<file path="src/rtl/db_arb_pkg.sv">
`default_nettype none
// ============================================================================
// Module   : db_arb_pkg
// Purpose  : Shared types and helpers for the debounce event arbiter.
//            - arb_state_t : arbiter FSM state encoding
//            - rr_pick()   : round-robin grant search starting after 'last'
// Revision : 1.0 - initial release
// ============================================================================
package db_arb_pkg;

    // Upper bound on channel count; rr_pick works on vectors of this width.
    localparam int C_MAX_CH = 16;

    typedef enum logic [0:0] {
        ARB_IDLE  = 1'b0,
        ARB_OFFER = 1'b1
    } arb_state_t;

    // Returns the first set bit of pend visiting last+1, last+2, ... mod n_ch.
    // If nothing is set the previous pointer is returned unchanged.
    function automatic logic [3:0] rr_pick(
        input logic [C_MAX_CH-1:0] pend,
        input logic [3:0]          last,
        input int                  n_ch
    );
        logic [3:0] pick;
        logic       found;
        int         idx;
        pick  = last;
        found = 1'b0;
        for (int k = 1; k <= C_MAX_CH; k++) begin
            idx = (int'(last) + k) % n_ch;
            if (!found && (k <= n_ch) && pend[4'(idx)]) begin
                pick  = 4'(idx);
                found = 1'b1;
            end
        end
        return pick;
    endfunction

endpackage
`default_nettype wire

</file>
<file path="src/rtl/tick_gen.sv">
`default_nettype none
// ============================================================================
// Module   : tick_gen
// Purpose  : Free-running prescaler; count runs 0..DIV-1 and wraps.
//            tick is high for the single cycle in which count == DIV-1.
// Ports    : clk  - clock
//            rst  - asynchronous active-low reset (count -> 0)
//            tick - one-cycle strobe every DIV clocks
// Revision : 1.0 - initial release
// ============================================================================
module tick_gen #(
    parameter int DIV = 10
) (
    input  logic clk,
    input  logic rst,
    output logic tick
);

    localparam int                 C_CNT_W = (DIV > 1) ? $clog2(DIV) : 1;
    localparam logic [C_CNT_W-1:0] C_LAST  = C_CNT_W'(DIV - 1);

    logic [C_CNT_W-1:0] r_cnt;

    always_ff @(posedge clk or negedge rst) begin
        if (!rst) begin
            r_cnt <= '0;
        end else if (r_cnt == C_LAST) begin
            r_cnt <= '0;
        end else begin
            r_cnt <= r_cnt + 1'b1;
        end
    end

    assign tick = (r_cnt == C_LAST);

endmodule
`default_nettype wire

</file>
<file path="src/rtl/db_event_arbiter.sv">
`default_nettype none
// ============================================================================
// Module   : db_event_arbiter
// Purpose  : N-channel switch debouncer with round-robin event delivery.
//            Each channel: 2-flop synchronizer, tick-paced stability counter,
//            pending-event register. A 2-state arbiter drains pending events
//            onto one valid/ready port.
// Ports    : clk, rst (async active-low)
//            sw        - raw switch inputs
//            db        - debounced levels
//            evt_valid / evt_ready - event handshake
//            evt_ch    - channel of offered event
//            evt_rise  - 1 = press (0->1), 0 = release (1->0)
//            evt_lost  - sticky, an undelivered event was overwritten
// Revision : 1.0 - initial release
// ============================================================================
module db_event_arbiter
    import db_arb_pkg::*;
#(
    parameter int N_CH         = 4,
    parameter int TICK_DIV     = 10,
    parameter int STABLE_TICKS = 4
) (
    input  logic                    clk,
    input  logic                    rst,
    input  logic [N_CH-1:0]         sw,
    output logic [N_CH-1:0]         db,
    output logic                    evt_valid,
    input  logic                    evt_ready,
    output logic [$clog2(N_CH)-1:0] evt_ch,
    output logic                    evt_rise,
    output logic                    evt_lost
);

    localparam int                C_CH_W    = $clog2(N_CH);
    localparam int                C_ST_W    = $clog2(STABLE_TICKS + 1);
    localparam logic [C_ST_W-1:0] C_ST_LAST = C_ST_W'(STABLE_TICKS - 1);

    logic              w_tick;
    logic [N_CH-1:0]   w_pend;
    logic [N_CH-1:0]   w_pdir;
    logic [N_CH-1:0]   w_lost;
    logic [N_CH-1:0]   w_clr;
    logic [C_CH_W-1:0] w_grant;
    logic [C_MAX_CH-1:0] w_pend16;
    logic [3:0]        w_last4;

    arb_state_t        r_state;
    logic [C_CH_W-1:0] r_last;

    tick_gen #(
        .DIV (TICK_DIV)
    ) u_tick_gen (
        .clk  (clk),
        .rst  (rst),
        .tick (w_tick)
    );

    for (genvar i = 0; i < N_CH; i++) begin : g_ch
        logic              r_meta;
        logic              r_sync;
        logic [C_ST_W-1:0] r_stab;
        logic              r_db;
        logic              r_db_q;
        logic              r_pend;
        logic              r_pdir;
        logic              w_edge;

        // Edge is taken from the registered db so the event enters the
        // pending register one cycle after db toggles.
        assign w_edge = r_db ^ r_db_q;

        always_ff @(posedge clk or negedge rst) begin
            if (!rst) begin
                r_meta <= 1'b0;
                r_sync <= 1'b0;
                r_stab <= '0;
                r_db   <= 1'b0;
                r_db_q <= 1'b0;
                r_pend <= 1'b0;
                r_pdir <= 1'b0;
            end else begin
                r_meta <= sw[i];
                r_sync <= r_meta;
                r_db_q <= r_db;

                if (r_sync == r_db) begin
                    r_stab <= '0;
                end else if (w_tick) begin
                    if (r_stab == C_ST_LAST) begin
                        r_db   <= ~r_db;
                        r_stab <= '0;
                    end else begin
                        r_stab <= r_stab + 1'b1;
                    end
                end

                // A new edge beats a same-cycle grant: the arbiter takes the
                // old direction, the new one stays pending.
                if (w_edge) begin
                    r_pend <= 1'b1;
                    r_pdir <= r_db;
                end else if (w_clr[i]) begin
                    r_pend <= 1'b0;
                end
            end
        end

        assign db[i]     = r_db;
        assign w_pend[i] = r_pend;
        assign w_pdir[i] = r_pdir;
        // Overwrite counts as lost only if the old event is not leaving now.
        assign w_lost[i] = w_edge & r_pend & ~w_clr[i];
    end

    always_comb begin
        w_pend16             = '0;
        w_pend16[N_CH-1:0]   = w_pend;
        w_last4              = '0;
        w_last4[C_CH_W-1:0]  = r_last;
        w_grant              = C_CH_W'(rr_pick(w_pend16, w_last4, N_CH));
        w_clr                = '0;
        if ((r_state == ARB_IDLE) && (|w_pend)) begin
            w_clr[w_grant] = 1'b1;
        end
    end

    always_ff @(posedge clk or negedge rst) begin
        if (!rst) begin
            r_state   <= ARB_IDLE;
            r_last    <= C_CH_W'(N_CH - 1);
            evt_valid <= 1'b0;
            evt_ch    <= '0;
            evt_rise  <= 1'b0;
            evt_lost  <= 1'b0;
        end else begin
            evt_lost <= evt_lost | (|w_lost);
            case (r_state)
                ARB_IDLE: begin
                    if (|w_pend) begin
                        evt_ch    <= w_grant;
                        evt_rise  <= w_pdir[w_grant];
                        r_last    <= w_grant;
                        evt_valid <= 1'b1;
                        r_state   <= ARB_OFFER;
                    end
                end
                ARB_OFFER: begin
                    if (evt_ready) begin
                        evt_valid <= 1'b0;
                        r_state   <= ARB_IDLE;
                    end
                end
                default: r_state <= ARB_IDLE;
            endcase
        end
    end

endmodule
`default_nettype wire

</file>
<file path="config.mk">
export PLATFORM = sky130hd
export DESIGN_NAME = db_event_arbiter
export DESIGN_NICKNAME = d
export VERILOG_FILES = /design/src/rtl/db_arb_pkg.sv /design/src/rtl/tick_gen.sv /design/src/rtl/db_event_arbiter.sv
export SDC_FILE = /design/constraint.sdc
export NUM_CORES = 1
export LEC_CHECK = 0
export CAP_MARGIN = 20
export CORE_ASPECT_RATIO = 1.5
export CORE_UTILIZATION = 44
export DETAILED_ROUTE_END_ITERATION = 7
export PLACE_DENSITY_LB_ADDON = 0.3
export SLEW_MARGIN = 15
export SYNTH_ARGS = -nofsm -noshare
export SYNTH_HDL_FRONTEND = slang
export SYNTH_SLANG_ARGS = --single-unit
</file>
<file path="constraint.sdc">
create_clock -name clk -period 2.43 [get_ports clk]
set_input_delay 0.486 -clock clk [delete_from_list [all_inputs] [get_ports clk]]
set_output_delay 0.486 -clock clk [all_outputs]
set_load 0.005 [all_outputs]
</file>
==> impl_metrics.toml <==
[floorplan]
rows = 30
die_h_um = 87.6
fp.dieW_um = 59.1
ios = 16
initial_utilization_pct = 46.5
core_um2 = 4620
die_area_um2 = 5170

[layout]
stdcell_area_um2 = 2410
antenna-diode-count = 0
area_growth_pct = 12.3
nNetsFinal = 219
final_cells = 273
drive_gt1_share_pct = 10.5
fillers = 431

[power]
p_leak_nw = 1.11
p_int_w = 0.00105
swShare_pct = 20.6
p_sw_w = 0.000272
vdd_drop_max_v = 0.000321
powerDensity_nw_per_um2 = 549
p_seq_share_pct = 61.3
pwr-share-clk_pct = 35.8
pwr-share-comb_pct = 2.9
total_power_w = 0.00132

[clocking]
post_cts_resized = 0
h-tree-depth = 2
cts_setup_buffers = 0
hold_buffers = 0
numCtsBuffers = 5
cts_tree = "built"
clock_latency_ps = 290
cts_buffer_depth = 2
clk_pin_slew_ps = 80
clock-root-buffer = "clkbuf_8"
cts_sinks = 48

[route]
via_per_inst = 5.09
drt-total-wl_mm = 3.56
drc = 0
ant_nets = 0
firstDrtPassIters = 4
drtIter0Drc = 73
vias = 1390
wl_per_cell_um = 13.0

[grt]
grt_pass1_wl_mm = 6.13
grt_pass1_vias = 1381
grt_start_max_net_pins = 37
grt_usage_pct = 16.0
antenna_found_initial = 0
grt-ovfl-total = 0

[yosys]
syn_area_um2 = 2150
synth-seq-cells = 48
synth_nets = 205
synth_most_common_cell = "dfrtp_1"
ys_types = 42
synthCells = 194
synth_area_leaders = "dfrtp_1 (54%), a21oi_1 (4.9%), nand2b_1 (3.5%)"
synth_common_cells = "dfrtp_1 (46), a21oi_1 (21), nand2_1 (16), nor2_1 (13), nand2b_1 (12)"
synth-seq-area-share_pct = 56.0
yosys.area.top_type_share_pct = 53.6
yosysWarnings = 0
avgSynthCellArea_um2 = 11.1
synthFlopType = "dfrtp_1"
async_reset_ff_share_pct = 100
synth-edff-count = 0
synth_top_area_cell = "dfrtp_1"

[setup_path]
cp_data_required_time_ps = 2600
critPathSlowestCell = "dfstp_2"
worstSetupStartpoint = "r_last[1]"
critPathMaxStageDelay_ps = 620
cp-end-kind = "flop"
cp.arrival_ps = 2080
r2r-start = "r_last[1]"
start_kind = "flop"
cp_max_fo = 8
critical_path_class = "reg -> reg"
path_cells = "mux2i_1, o32ai_2, or4_4, o211ai_2, o2111ai_1"

[timing]
worstMarginPinSlew_ps = 787
clock.fmax_mhz = 522
finalHoldViolations = 0
rsz0062_at_grt = "no"
slew_viol_final = 0
tns_ps = 0
period_share_pct = 78.8
period_minus_slack_ps = 1920
setup_viol = 0
clock_skew_ps = 2.96
layout_setup_ws_ps = 514
slew_headroom_pct = 47.5

[placed_design]
pre_cts_ws_ps = 520
numPlacedInstances = 265
gp_congestion = 0.853
portBuffers = 15
hpwl_mm = 2.62
placed_area_um2 = 2320

[hold_path]
hold_class = "in -> async"

[run_status]
status = "finished clean"

[run]
maxCapViolations = 0
-- logic make-up (layout without fill, tap and decap cells) --
family          after synthesis  count (layout)  share of synthesized area [%]
flops                        48              48                           56.0
fa+ha+maj                     7               7                           3.73
compound gates               41              41                           12.9
simple gates                 62              62                           15.1
buf+inv                      20              35                           5.12
xor+xnor                      9               9                           3.67
mux                           7               7                           3.49
-- per-layer routing --
layer	vias up	track usage, %	wire length (um)
li1	689	-	-
met1	672	18.5	1520
met2	20	27.1	1820
met3	9	3.25	88
met4	0	9.52	123
met5	-	0	0
-- state kept, by name, indices dropped and copies added, names as in the netlist --
| signal | count |
|---|---|
| g_ch.r_stab | 12 |
| g_ch.r_db | 4 |
| g_ch.r_db_q | 4 |
| g_ch.r_meta | 4 |
| g_ch.r_pdir | 4 |
| g_ch.r_pend | 4 |
| g_ch.r_sync | 4 |
| u_tick_gen.r_cnt | 4 |
| evt_ch | 2 |
| r_last | 2 |
| evt_lost | 1 |
| evt_rise | 1 |
| evt_valid | 1 |
| r_state | 1 |
-- placed cells by master, fill, tap and decap left out, types with 3 or more instances in the layout --
cell	count
dfrtp_1	46
a21oi_1	21
nand2_1	16
clkdlybuf4s50_1	14
nor2_1	13
nand2b_1	12
inv_1	9
nor3_1	8
xnor2_1	6
clkbuf_8	6
nor2b_1	4
ha_1	4
mux2i_1	3
xor2_1	3
maj3_1	3
nand3b_1	3
buf_4	3
-- area by class of cell --
type	count	area, um^2	share of cell area, %
Inverter	9	33.8	1.40
Tap cell	64	80.1	3.32
Clock inverter	2	10.0	0.415
Sequential cell	48	1200	49.9
Clock buffer	6	82.6	3.42
Timing Repair Buffer	18	168	6.95
Multi-Input combinational cell	126	835	34.6
-- power by group through the flow --
stage	Sequential [W]	Clock, W	Combinational [W]
final	0.000811	0.000474	0.0000385
after detailed placement	0.000827	0	0.0000404
after floorplan	0.000826	0	0.00000777
after CTS	0.000811	0.000497	0.0000402
after global routing	0.000812	0.000521	0.0000439
after global placement	0.000826	0	0.0000399
-- final timing paths --
| kind | endpoint | slack (ps) | cells after the start |
|---|---|---|---|
| setup / recovery | evt_lost | 510 | 5 |
| hold / removal | u_tick_gen.r_cnt[2] | 260 | 1 |
| setup reg to reg | evt_lost | 510 | 5 |
| hold reg to reg | g_ch[2].r_sync | 360 | 0 |
| max in group asynchronous | g_ch[3].r_meta | 1550 | 2 |
| min in group clk | g_ch[2].r_sync | 360 | 0 |
-- worst max-delay path, delay by kind of cell, from the launching register on --
family	cells	cell delay, ps
AOI/OAI and AO/OA	3	400
DFF	1	620
muxes	1	230
and+or+nand+nor	1	540
-- metrics by stage --
stage | utilization [%] | hold WS (ps)
floorplan | - | 190
global placement | 50.2 | 333
global route | 52.2 | 318
CTS | 52.2 | 287
finish | 52.2 | 264
detailed placement | 50.2 | 339
Power figures use the tool's default switching activity.
